===== config.mk =====
export PLATFORM = sky130hd
export DESIGN_NAME = medium_buffer_reader
export DESIGN_NICKNAME = d
export VERILOG_FILES = /design/src/rtl/medium_buffer_reader_pkg.sv /design/src/rtl/medium_skid_queue.sv /design/src/rtl/medium_buffer_reader.sv
export SDC_FILE = /design/constraint.sdc
export NUM_CORES = 1
export LEC_CHECK = 0
export CORE_UTILIZATION = 48
export CTS_BUF_LIST = sky130_fd_sc_hd__clkbuf_8
export CTS_CLUSTER_DIAMETER = 40
export CTS_CLUSTER_SIZE = 16
export DETAILED_ROUTE_END_ITERATION = 8
export PLACE_DENSITY = 0.79
export SLEW_MARGIN = 10
export SYNTH_ARGS = -nofsm -noshare
export SYNTH_HDL_FRONTEND = slang
export SYNTH_HIERARCHICAL = 1
export SYNTH_SLANG_ARGS = --single-unit

===== constraint.sdc =====
create_clock -name clk -period 2.45 [get_ports clk]
set_input_delay 0.3675 -clock clk [delete_from_list [all_inputs] [get_ports clk]]
set_output_delay 0.3675 -clock clk [all_outputs]
set_load 0.01 [all_outputs]

===== src/rtl/medium_buffer_reader_pkg.sv =====
// Shared sizing, pointer type and occupancy helper for the buffer read path.
package medium_buffer_reader_pkg;

    localparam int unsigned MBR_DATA_W = 8;
    localparam int unsigned MBR_DEPTH  = 4;
    localparam int unsigned MBR_AW     = 2;
    localparam int unsigned MBR_PW     = MBR_AW + 1;

    // Output queue: two entries, count needs two bits to reach 2.
    localparam int unsigned QDEPTH = 2;
    localparam int unsigned QCNT_W = 2;

    typedef logic [MBR_AW:0] ptr_t;

    // Entries between two wrap-bit pointers.
    function automatic ptr_t occupancy(input ptr_t wr, input ptr_t rd);
        return ptr_t'(wr - rd);
    endfunction

endpackage


===== src/rtl/medium_skid_queue.sv =====
// Two-entry valid/ready output FIFO; the head register drives the stream directly.
module medium_skid_queue
    import medium_buffer_reader_pkg::*;
#(
    parameter int unsigned DATA_W = MBR_DATA_W
) (
    input  logic              clk,
    input  logic              rst,
    input  logic              clear,
    input  logic              push,
    input  logic [DATA_W-1:0] push_data,
    input  logic              pop,
    output logic              out_valid,
    output logic [DATA_W-1:0] out_data,
    output logic [QCNT_W-1:0] count
);

    logic [DATA_W-1:0] tail;
    logic [DATA_W-1:0] head_n;
    logic [DATA_W-1:0] tail_n;
    logic [QCNT_W-1:0] count_n;

    // Next-state: clear wins, then push/pop; a pop with a push lets the head advance.
    always_comb begin
        head_n  = out_data;
        tail_n  = tail;
        count_n = count;
        if (clear) begin
            count_n = '0;
        end else begin
            case ({push, pop})
                2'b10: begin
                    if (count == '0) begin
                        head_n = push_data;
                    end else begin
                        tail_n = push_data;
                    end
                    count_n = count + QCNT_W'(1);
                end
                2'b01: begin
                    head_n  = tail;
                    count_n = count - QCNT_W'(1);
                end
                2'b11: begin
                    if (count == QCNT_W'(1)) begin
                        head_n = push_data;
                    end else begin
                        head_n = tail;
                        tail_n = push_data;
                    end
                end
                default: begin
                end
            endcase
        end
    end

    always_ff @(posedge clk or negedge rst) begin
        if (!rst) begin
            out_data  <= '0;
            tail      <= '0;
            count     <= '0;
            out_valid <= 1'b0;
        end else begin
            out_data  <= head_n;
            tail      <= tail_n;
            count     <= count_n;
            out_valid <= (count_n != '0);
        end
    end

endmodule


===== src/rtl/medium_buffer_reader.sv =====
// Drains the write buffer through a registered-read RAM port onto a valid/ready stream.
module medium_buffer_reader
    import medium_buffer_reader_pkg::*;
#(
    parameter int unsigned DATA_W = MBR_DATA_W,
    parameter int unsigned DEPTH  = MBR_DEPTH,
    parameter int unsigned AW     = MBR_AW
) (
    input  logic              clk,
    input  logic              rst,
    input  logic [AW:0]       wr_ptr,
    input  logic              flush,
    output logic              mem_rd,
    output logic [AW-1:0]     mem_addr,
    input  logic [DATA_W-1:0] mem_data,
    output logic              out_valid,
    input  logic              out_ready,
    output logic [DATA_W-1:0] out_data,
    output logic [AW:0]       rd_ptr,
    output logic              empty,
    output logic              full
);

    localparam int unsigned PW = AW + 1;

    logic [AW:0]       fptr;
    logic              inflight;
    logic [QCNT_W-1:0] qcount;
    logic              pop_c;
    logic              discard_c;
    logic              ret_c;
    logic              issue_c;
    logic [2:0]        pending_c;

    // A return that coincides with flush belongs to the discarded data.
    assign pop_c     = out_valid & out_ready;
    assign discard_c = inflight & flush;
    assign ret_c     = inflight & ~discard_c;

    // Queue slots already committed after this cycle's pop; keeps queue + in-flight <= 2.
    assign pending_c = 3'(qcount) + 3'(inflight) - 3'(pop_c);
    assign issue_c   = rst & (wr_ptr != fptr) & (pending_c < 3'd2) & ~flush;

    assign mem_rd   = issue_c;
    assign mem_addr = fptr[AW-1:0];
    assign empty    = (wr_ptr == rd_ptr);
    assign full     = (occupancy(ptr_t'(wr_ptr), ptr_t'(rd_ptr)) == ptr_t'(DEPTH));

    // Fetch and consumed pointers; flush realigns both to the writer.
    always_ff @(posedge clk or negedge rst) begin
        if (!rst) begin
            fptr     <= '0;
            rd_ptr   <= '0;
            inflight <= 1'b0;
        end else begin
            inflight <= issue_c;
            if (flush) begin
                fptr   <= wr_ptr;
                rd_ptr <= wr_ptr;
            end else begin
                if (issue_c) begin
                    fptr <= fptr + PW'(1);
                end
                if (pop_c) begin
                    rd_ptr <= rd_ptr + PW'(1);
                end
            end
        end
    end

    medium_skid_queue #(
        .DATA_W (DATA_W)
    ) u_queue (
        .clk       (clk),
        .rst       (rst),
        .clear     (flush),
        .push      (ret_c),
        .push_data (mem_data),
        .pop       (pop_c),
        .out_valid (out_valid),
        .out_data  (out_data),
        .count     (qcount)
    );

endmodule


==> results of run 1 <==
[cell usage after synthesis, types with 2 or more instances]
master and n:
nor4_1 2, clkbuf_1 2, mux2i_1 2, buf_4 2
nand2_1 4, nand2b_1 5, mux2_2 11, a21oi_1 13
nor2_1 8, nand3_1 7, a31oi_1 9, dfrtp_1 26
nor3b_1 2, inv_1 10, o21ai_0 6, ha_1 13
nor2b_1 3, xor2_1 7, a221oi_1 2
[critical path, stage by stage, from the launching register on]
cell      delay (ps)
dfrtp_1          410
nand2_2           90
inv_2             60
ha_4             200
nand2b_4         140
fa_2             370
xor2_2           170
nor4_4           230
buf_2            180
[cell families (layout without fill, tap and decap cells)]
group,after synthesis,in the layout,share of synthesized area
buffers and inverters,16,63,0.04895
adders and majority gates,14,14,0.1172
AOI/OAI and AO/OA,37,37,0.1461
and+or+nand+nor,36,36,0.1332
xor gates and xnor gates,8,8,0.04495
muxes,13,13,0.09230
DFF,26,26,0.4173
[per-stage QoR]
step           total power [mW]  setup TNS (ps)  hold slack [ps]  setup slack (ps)  instance area [µm²]
2_1_floorplan            0.7749               0            71.91             30.90                 1565
3_3_place_gp             0.9541           -1491            483.1            -680.8                 2024
3_5_place_dp             0.9805           -1801            489.6            -757.9                 2024
4_1_cts                   1.343          -25.49            510.8            -25.49                 2152
5_1_grt                   1.410          -170.1            534.7            -101.0                 2160
6_report                  1.336          -23.45            513.8            -23.45                 2160
[placed cells by master, fill, tap and decap left out, types with 2 or more instances in the layout]
master,Yosys,layout
nand3_1,7,7
inv_1,10,9
clkbuf_8,0,3
mux2_2,11,11
a221oi_1,2,2
clkdlybuf4s50_1,0,29
nor3b_1,2,2
xor2_1,7,6
a31oi_1,9,9
o21ai_0,6,6
dfrtp_1,26,26
ha_1,13,12
nand2b_1,5,4
nand2_2,0,2
mux2i_1,2,2
a21oi_1,13,13
nand2_1,4,2
nor2_1,8,7
buf_4,2,16
nor2b_1,3,3
[power by group through the flow]
stage               combinational, mW  clock, mW  sequential [mW]
floorplan                       0.174          0            0.601
detailed placement              0.387          0            0.594
finish                          0.395      0.354            0.587
global route                    0.433      0.376            0.601
CTS                             0.396      0.360            0.587
global placement                0.369          0            0.585
[path summary, 6_finish.rpt]
| path | cells after the start | start | to |
|---|---|---|---|
| setup reg to reg | 10 | u_queue/out_valid | fptr[2] |
| hold reg to reg | 1 | u_queue/tail[5] | u_queue/tail[5] |
| setup / recovery | 8 | u_queue/out_valid | mem_rd |
| hold / removal | 1 | u_queue/tail[5] | u_queue/tail[5] |
| min in group asynchronous | 2 | rst | inflight |
| max in group asynchronous | 2 | rst | u_queue/out_data[1] |
[cell type report]
class | instances | area share
Multi-Input combinational cell | 108 | 0.4119
Sequential cell | 26 | 0.3013
Timing Repair Buffer | 49 | 0.2109
Tap cell | 44 | 0.02549
Clock buffer | 3 | 0.01912
Inverter | 10 | 0.01738
Clock inverter | 1 | 0.01390
[flip-flops by register name (all words and copies together), names as in the netlist]
signal             cells
rd_ptr                 3
inflight               1
u_queue/count          2
u_queue/tail           8
u_queue/out_data       8
u_queue/out_valid      1
fptr                   3
[layer usage]
layer | track usage | vias up
met5 | 0 | -
met4 | 0.09524 | 0
met3 | 0.03275 | 6
met2 | 0.4058 | 38
met1 | 0.3357 | 650
li1 | - | 628
[repair_timing]
action	CTS	global route
setup buffers	1	1
endpoints found under the setup margin	3	2
pin swaps	5	0
gates resized for setup	16	0
==> impl_metrics.csv, run 1 <==
group,metric,value,unit
routing,wl_per_cell,15.14,µm
yosys,async_flop_share,1.000,
sta,max_freq,404.3,MHz
global_route,grt_first_pass_wirelength,6458,µm
pwr,p_switching,0.3637,mW
sta,min_period_over_period,1.010,
critical_path,arrival,2110,ps
floorplanning,fp.dieH,58.99,µm
finish,multiInputGateArea,889.6,µm²
place,dp_hpwl,2742,µm
sta,hold_viol_final,0,
cts,clock_sinks,26,
floorplanning,die_w,58.99,µm
critical_path,cp-end-kind,"primary output",
finish,area_delta_synth_final,38.52,%
yosys,netlist_area,0.001559,mm²
sta,rsz0062_at_grt,"true",
routing,totalWireLength,3648,µm
place,place.gp.congestion,0.8557,
critical_path,r2r_slack,0,ps
sta,skew,2.215,ps
floorplanning,rows,20,
floorplanning,die_area,0.003480,mm²
yosys,synth_flop_cell,"dfrtp_1",
sta,finalSetupViolCount,1,
pwr,ir_drop,0.4097,mV
routing,routed_via_density,5.485,
global_route,grt_pass1_vias,1378,
yosys,syn_inst,150,
floorplanning,initial_core_util,0.5065,
pwr,power_density,618.7,mW/mm²
cts,cts_tree,"yes",
place,port_buffers,31,
yosys,synth_area_leaders,"dfrtp_1 42%, ha_1 10%, mux2_2 7.9%, a21oi_1 4.2%, xor2_1 3.9%",
cts,hold_buffers,0,
global_route,grt_usage,0.2480,
finish,antenna-diode-count,0,
sta,maxSlewHeadroom,0.7244,
cts,clockRootBuffer,"clkbuf_8",
pwr,p_clk_frac,0.265,
cts,htreeDepth,1,
yosys,synth.avg_cell_area,10.39,µm²
finish,final_nets,227,
routing,drt-initial-drc-count,50,
yosys,synth.top_cell.area_share,0.4173,
sta,report.final.slew_viol_count,0,
critical_path,crit_type,"register to primary output",
min_path,min_path_type,"register to register",
pwr,seqPwrFrac,0.440,
pwr,sw_frac_of_total,0.2723,
finish,seq_area,650.6,µm²
yosys,yosysSeqAreaShare,0.4173,
cts,insertion_delay,270,ps
finish,final_layout_size_suffix_gt1_frac,0.2335,
pwr,comb_power_share,0.295,
routing,first_pass_iters,4,
global_route,antenna_found_initial,0,
yosys,yosysUniqueCellTypes,35,
place,dpl.cell_count,235,
pwr,p_leak,0.9324,nW
cts,cts_buffers,3,
finish,fillers,244,
routing,highest_layer,"met4",
yosys,synth_edf_count,0,
yosys,yosysTopAreaCell,"dfrtp_1",
routing,route.vias.total,1322,
sta,setup_ws,-23.45,ps
critical_path,start_kind,"register",
outcome,violations,"negative setup slack",
sta,worstMarginPinSlew,413.4,ps
critical_path,critical_path_required,2080,ps
routing,met3WireLength,149,µm
floorplanning,core_area,0.003078,mm²
outcome,status,"finished with violations",
yosys,synth_seq_cells,26,
yosys,syn-num-nets,179,
cts,clockBufferDepth,2,
critical_path,cp_max_fo,2,
finish,post-route-util,0.7016,
cts,clk_pin_slew_worst_paths,90,ps
routing,drt-met1-wl,1619,µm
pwr,p_int,0.9723,mW
global_route,grt_max_degree,27,
routing,drc,0,
routing,ant_nets,0,
floorplanning,ios,32,
routing,wl_met2,1819,µm
global_route,grt-ovfl-total,0,
yosys,yosysWarnings,6,
run,max_cap_violations,0,
finish,instances_no_fill,241,
sta,layout_min_cycle_time,2473,ps
(Power assumes the default switching activity.)
==> inputs of run 2 (changes only) <==
--- a/config.mk
+++ b/config.mk
@@ -6,7 +6,7 @@
 export NUM_CORES = 1
 export LEC_CHECK = 0
 export CORE_UTILIZATION = 48
-export CTS_BUF_LIST = sky130_fd_sc_hd__clkbuf_8
+export CTS_BUF_LIST = sky130_fd_sc_hd__clkbuf_4
 export CTS_CLUSTER_DIAMETER = 40
 export CTS_CLUSTER_SIZE = 16
 export DETAILED_ROUTE_END_ITERATION = 8
==> impl_metrics.csv, run 2 (same netlist as run 1, synthesis figures left out) <==
group,metric,value,unit
sta,max_freq,394.1,MHz
sta,skew,10.04,ps
cts,clockBufferDepth,2,
pwr,sw_frac_of_total,0.2775,
critical_path,worstSetupStartpoint,"u_queue/out_valid",
critical_path,cp-end-kind,"primary output",
sta,setup_ws,-87.29,ps
global_route,antenna_found_initial,0,
floorplanning,die_w,58.99,µm
pwr,p_clk_frac,0.230,
floorplanning,fp.dieH,58.99,µm
cts,clockRootBuffer,"clkbuf_4",
place,port_buffers,31,
cts,clock_sinks,26,
pwr,power_density,590.4,mW/mm²
global_route,grt-ovfl-total,0,
routing,ant_nets,0,
floorplanning,die_area,0.003480,mm²
routing,drt-initial-drc-count,46,
sta,hold_viol_final,0,
critical_path,critical_path_required,2080,ps
sta,rsz0062_at_grt,"true",
global_route,grt_max_degree,27,
cts,clk_pin_slew_worst_paths,150,ps
finish,final_nets,229,
critical_path,cp_max_fo,2,
routing,first_pass_iters,4,
pwr,p_switching,0.3533,mW
finish,final_cell_mix,"29 x clkdlybuf4s50_1, 26 x dfrtp_1, 18 x buf_4, 13 x a21oi_1, 12 x ha_1",
floorplanning,initial_core_util,0.5065,
pwr,ir_drop,0.2943,mV
critical_path,rr_worst_depth,10,
sta,report.final.slew_viol_count,0,
global_route,grt_pass1_vias,1378,
routing,drc,0,
finish,instances_no_fill,243,
finish,largestRegisters,"u_queue/out_data: 8 flops, u_queue/tail: 8 flops",
finish,antenna-diode-count,0,
min_path,min_path_type,"input port to asynchronous set/reset pin",
floorplanning,rows,20,
critical_path,crit_type,"register to primary output",
routing,totalWireLength,3564,µm
place,place.gp.congestion,0.8557,
critical_path,start_kind,"register",
place,dp_hpwl,2742,µm
routing,route.vias.total,1325,
sta,whs,465.1,ps
outcome,status,"finished with violations",
routing,wl_per_cell,14.67,µm
critical_path,arrival,2170,ps
global_route,grt_first_pass_wirelength,6299,µm
sta,layout_min_cycle_time,2537,ps
cts,insertion_delay,320,ps
floorplanning,core_area,0.003078,mm²
run,max_cap_violations,0,
finish,layout_commonest_cell,"clkdlybuf4s50_1",
finish,area_delta_synth_final,38.28,%
cts,hold_buffers,0,
finish,final_layout_size_suffix_gt1_frac,0.2412,
critical_path,rr_startpoint,"u_queue/out_valid",
pwr,total_power,1.273,mW
pwr,p_int,0.9196,mW
floorplanning,ios,32,
sta,tns,-87.29,ps
sta,min_period_over_period,1.036,
sta,finalSetupViolCount,1,
cts,cts_buffers,3,
sta,maxSlewHeadroom,0.7448,
outcome,violations,"negative setup slack",
place,dpl.cell_count,235,
pwr,seqPwrFrac,0.460,
pwr,p_leak,0.9356,nW
global_route,grt_usage,0.2390,
cts,htreeDepth,1,
pwr,comb_power_share,0.310,
sta,worstMarginPinSlew,382.7,ps
cts,cts_tree,"yes",
routing,routed_via_density,5.453,
[run 2: changes by cell type in the layout (fill, tap and decap cells not counted), sizes merged]
cell / delta
buf: +2
[run 2: final timing paths]
path                                        to  slack [ps]
setup / recovery                        mem_rd         -90
min in group clk               u_queue/tail[5]         520
setup reg to reg                       fptr[2]           0
hold / removal             u_queue/out_data[7]         470
hold reg to reg                u_queue/tail[5]         520
max in group asynchronous      u_queue/tail[0]        1730
[run 2: repair_timing]
action	in CTS	in global routing
endpoints found under the hold margin	0	0
pin swaps	5	2
setup endpoints to repair	2	2
resized for setup	14	2
buffers inserted	2	2
[run 2: final cells by class]
class	count	area, µm²
Tap cell	44	55.05
Inverter	10	37.54
Multi-Input combinational cell	108	889.6
Fill cell	238	922.1
Clock inverter	1	30.03
Clock buffer	3	22.52
Sequential cell	26	650.6
Timing Repair Buffer	51	470.5
[run 2: power groups by stage]
stage | Sequential (mW) | Clock, mW | Combinational, mW
finish | 0.585 | 0.292 | 0.395
global route | 0.598 | 0.320 | 0.434
CTS | 0.585 | 0.300 | 0.394
detailed placement | 0.594 | 0 | 0.387
global placement | 0.585 | 0 | 0.369
floorplan | 0.601 | 0 | 0.174
[run 2: critical path, stage by stage (launching register included)]
cell,delay [ps]
dfrtp_1,430
nand2_2,90
inv_2,60
ha_4,200
nand2b_4,140
fa_2,370
xor2_2,170
nor4_4,230
buf_2,180
[run 2: per-stage QoR]
stage	area, µm²	setup WS (ps)	utilization
after CTS	2132	-81.35	0.6927
after global placement	2024	-680.8	0.6577
after detailed placement	2024	-757.9	0.6577
after floorplan	1565	30.90	-
final	2156	-87.29	0.7004
after global routing	2156	-166.4	0.7004
[run 2: metal layers]
metal	vias up	global-route usage	routed length (µm)
met3	6	0.02183	136
met2	37	0.4026	1805
met4	0	0.06122	59
met1	649	0.3329	1563
met5	-	0	0
li1	633	-	-
==> inputs of run 3 (changes only) <==
--- a/config.mk
+++ b/config.mk
@@ -5,14 +5,13 @@
 export SDC_FILE = /design/constraint.sdc
 export NUM_CORES = 1
 export LEC_CHECK = 0
-export CORE_UTILIZATION = 48
+export CORE_UTILIZATION = 46
 export CTS_BUF_LIST = sky130_fd_sc_hd__clkbuf_4
 export CTS_CLUSTER_DIAMETER = 40
 export CTS_CLUSTER_SIZE = 16
 export DETAILED_ROUTE_END_ITERATION = 8
-export PLACE_DENSITY = 0.79
+export PLACE_DENSITY = 0.77
 export SLEW_MARGIN = 10
 export SYNTH_ARGS = -nofsm -noshare
 export SYNTH_HDL_FRONTEND = slang
-export SYNTH_HIERARCHICAL = 1
 export SYNTH_SLANG_ARGS = --single-unit
==> impl_metrics.csv, run 3 <==
group,metric,value,unit
routing,wl_per_cell,15.56,µm
finish,post-route-util,0.6966,
finish,layout_commonest_cell,"clkdlybuf4s50_1",
sta,tns,-23.38,ps
finish,fillers,200,
critical_path,worstSetupStartpoint,"u_queue.out_valid",
yosys,async_flop_share,1.000,
cts,cts_tree,"yes",
min_path,min_path_type,"input port to asynchronous set/reset pin",
critical_path,cp_max_fo,2,
critical_path,r2r_slack,80,ps
critical_path,rr_worst_depth,9,
yosys,yosysSeqAreaShare,0.4622,
yosys,synthTopCellsByCount,"26 x dfrtp_1, 18 x nor2_1, 14 x a21oi_1, 11 x mux2i_1, 8 x mux2_2",
sta,maxSlewHeadroom,0.6462,
yosys,syn-num-nets,156,
place,place.gp.congestion,0.8105,
sta,min_period_over_period,1.010,
finish,final_nets,205,
critical_path,rr_startpoint,"u_queue.out_valid",
cts,clock_sinks,26,
sta,skew,5.130,ps
yosys,synth_edf_count,0,
critical_path,arrival,2110,ps
finish,multiInputGateArea,730.7,µm²
place,dp_hpwl,2210,µm
routing,totalWireLength,3315,µm
cts,hold_buffers,0,
pwr,power_density,1101,mW/mm²
yosys,yosysUniqueCellTypes,30,
global_route,grt-ovfl-total,0,
sta,rsz0062_at_grt,"true",
pwr,p_leak,0.9369,nW
routing,highest_layer,"met4",
yosys,synth_seq_cells,26,
global_route,grt_usage,0.2083,
floorplanning,die_area,0.003285,mm²
finish,final_cell_mix,"28 x clkdlybuf4s50_1, 26 x dfrtp_1, 21 x buf_4, 17 x nor2_1, 14 x a21oi_1",
sta,hold_viol_final,0,
cts,clockBufferDepth,2,
critical_path,crit_type,"register to primary output",
critical_path,endpoint,"mem_rd",
finish,area_delta_synth_final,40.00,%
place,dp_slack,-622.4,ps
yosys,synth.top_cell.area_share,0.4622,
yosys,synth_area_leaders,"dfrtp_1 46%, mux2i_1 7.8%, mux2_2 6.4%, ha_1 5.3%, a21oi_1 5.0%",
finish,antenna-diode-count,0,
outcome,violations,"design-rule violations, negative setup slack",
global_route,grt_first_pass_wirelength,5195,µm
routing,drt-met1-wl,1371,µm
floorplanning,rows,19,
cts,clockRootBuffer,"clkbuf_4",
routing,met3WireLength,136,µm
cts,htreeDepth,1,
routing,drt-initial-drc-count,37,
place,port_buffers,31,
global_route,antenna_found_initial,0,
critical_path,rr_endpoint,"fptr[0]",
routing,wl_met2,1733,µm
floorplanning,ios,32,
critical_path,cp-end-kind,"primary output",
critical_path,start_kind,"register",
run,max_cap_violations,0,
sta,setup_ws,-23.38,ps
pwr,ir_drop,0.5844,mV
routing,drc,3,
routing,routed_via_density,5.549,
sta,worstMarginPinSlew,526.7,ps
routing,route.vias.total,1182,
yosys,syn_inst,134,
yosys,yosysMostFrequentCell,"dfrtp_1",
critical_path,critical_path_required,2080,ps
sta,finalSetupViolCount,1,
sta,report.final.slew_viol_count,0,
floorplanning,initial_core_util,0.4976,
cts,insertion_delay,330,ps
finish,largestRegisters,"u_queue.out_data: 8 flops, u_queue.tail: 8 flops",
yosys,yosysTopAreaCell,"dfrtp_1",
finish,final_layout_size_suffix_gt1_frac,0.2418,
floorplanning,core_area,0.002829,mm²
cts,cts_buffers,3,
sta,max_freq,404.3,MHz
sta,layout_min_cycle_time,2473,ps
finish,seq_area,650.6,µm²
floorplanning,die_w,57.32,µm
yosys,synth_flop_cell,"dfrtp_1",
yosys,netlist_area,0.001408,mm²
place,place_area,0.001803,mm²
yosys,yosysWarnings,0,
finish,fin_area,0.001971,mm²
routing,first_pass_iters,6,
floorplanning,fp.dieH,57.32,µm
routing,ant_nets,0,
global_route,grt_max_degree,27,
cts,clk_pin_slew_worst_paths,150,ps
yosys,synth.avg_cell_area,10.50,µm²
global_route,grt_pass1_vias,1193,
outcome,status,"finished with violations",
[run 3: worst max-delay path: stages (launching register included)]
cell and delay [ps]:
dfrtp_1 420, nand2_2 120, xnor2_2 130, nand2_2 90
fa_2 360, xor2_2 180, nor4_4 290, buf_2 170
[run 3: cells by family (layout without fill, tap and decap cells)]
| logic type | count (synthesis) | after routing | synth area share |
|---|---|---|---|
| AND/OR/NAND/NOR | 34 | 34 | 0.1147 |
| AO/OA/AOI/OAI | 24 | 24 | 0.1049 |
| multiplexers | 19 | 19 | 0.1422 |
| XOR/XNOR | 9 | 9 | 0.05600 |
| buffers and inverters | 15 | 63 | 0.05244 |
| adder cells (fa/ha/maj) | 7 | 7 | 0.06755 |
| flip-flops | 26 | 26 | 0.4622 |
[run 3: through the flow]
step	std cells	hold WS [ps]	power [mW]
global placement	200	487.5	1.659
global route	213	476.2	2.310
floorplan	134	71.91	1.296
detailed placement	200	495.3	1.726
finish	213	448.1	2.169
CTS	207	442.3	2.068
[run 3: per-layer routing]
metal	global-route usage	vias to the layer above
met1	0.2463	582
met5	0	-
li1	-	561
met3	0.02041	7
met4	0.09408	0
met2	0.3815	32
[run 3: report_power, final]
part           internal [mW]  switching, mW
Sequential             0.608          0.122
Clock                  0.166          0.135
Combinational          0.614          0.525
[run 3: worst min-delay path by stage]
stage / startpoint / end / depth (start not counted)
after floorplan: rst / fptr[0] / 0
after global placement: u_queue.tail[6] / u_queue.tail[6] / 1
after detailed placement: u_queue.tail[1] / u_queue.tail[1] / 1
after CTS: rst / u_queue.tail[0] / 2
after global routing: rst / fptr[2] / 2
final: rst / inflight / 2
[run 3: final cells by class]
class,count,share of cell area
multi-input combinational,93,0.3708
sequential,26,0.3302
timing repair buffer,53,0.2413
tap,31,0.01968
clock inverter,1,0.01524
clock buffer,3,0.01143
inverter,6,0.01143
[run 3: timing repair]
item,4_1_cts,5_1_grt
setup endpoints to repair,1,4
resized for setup,9,8
pin swaps,6,8
buffers inserted,3,6
hold endpoints to repair,0,0
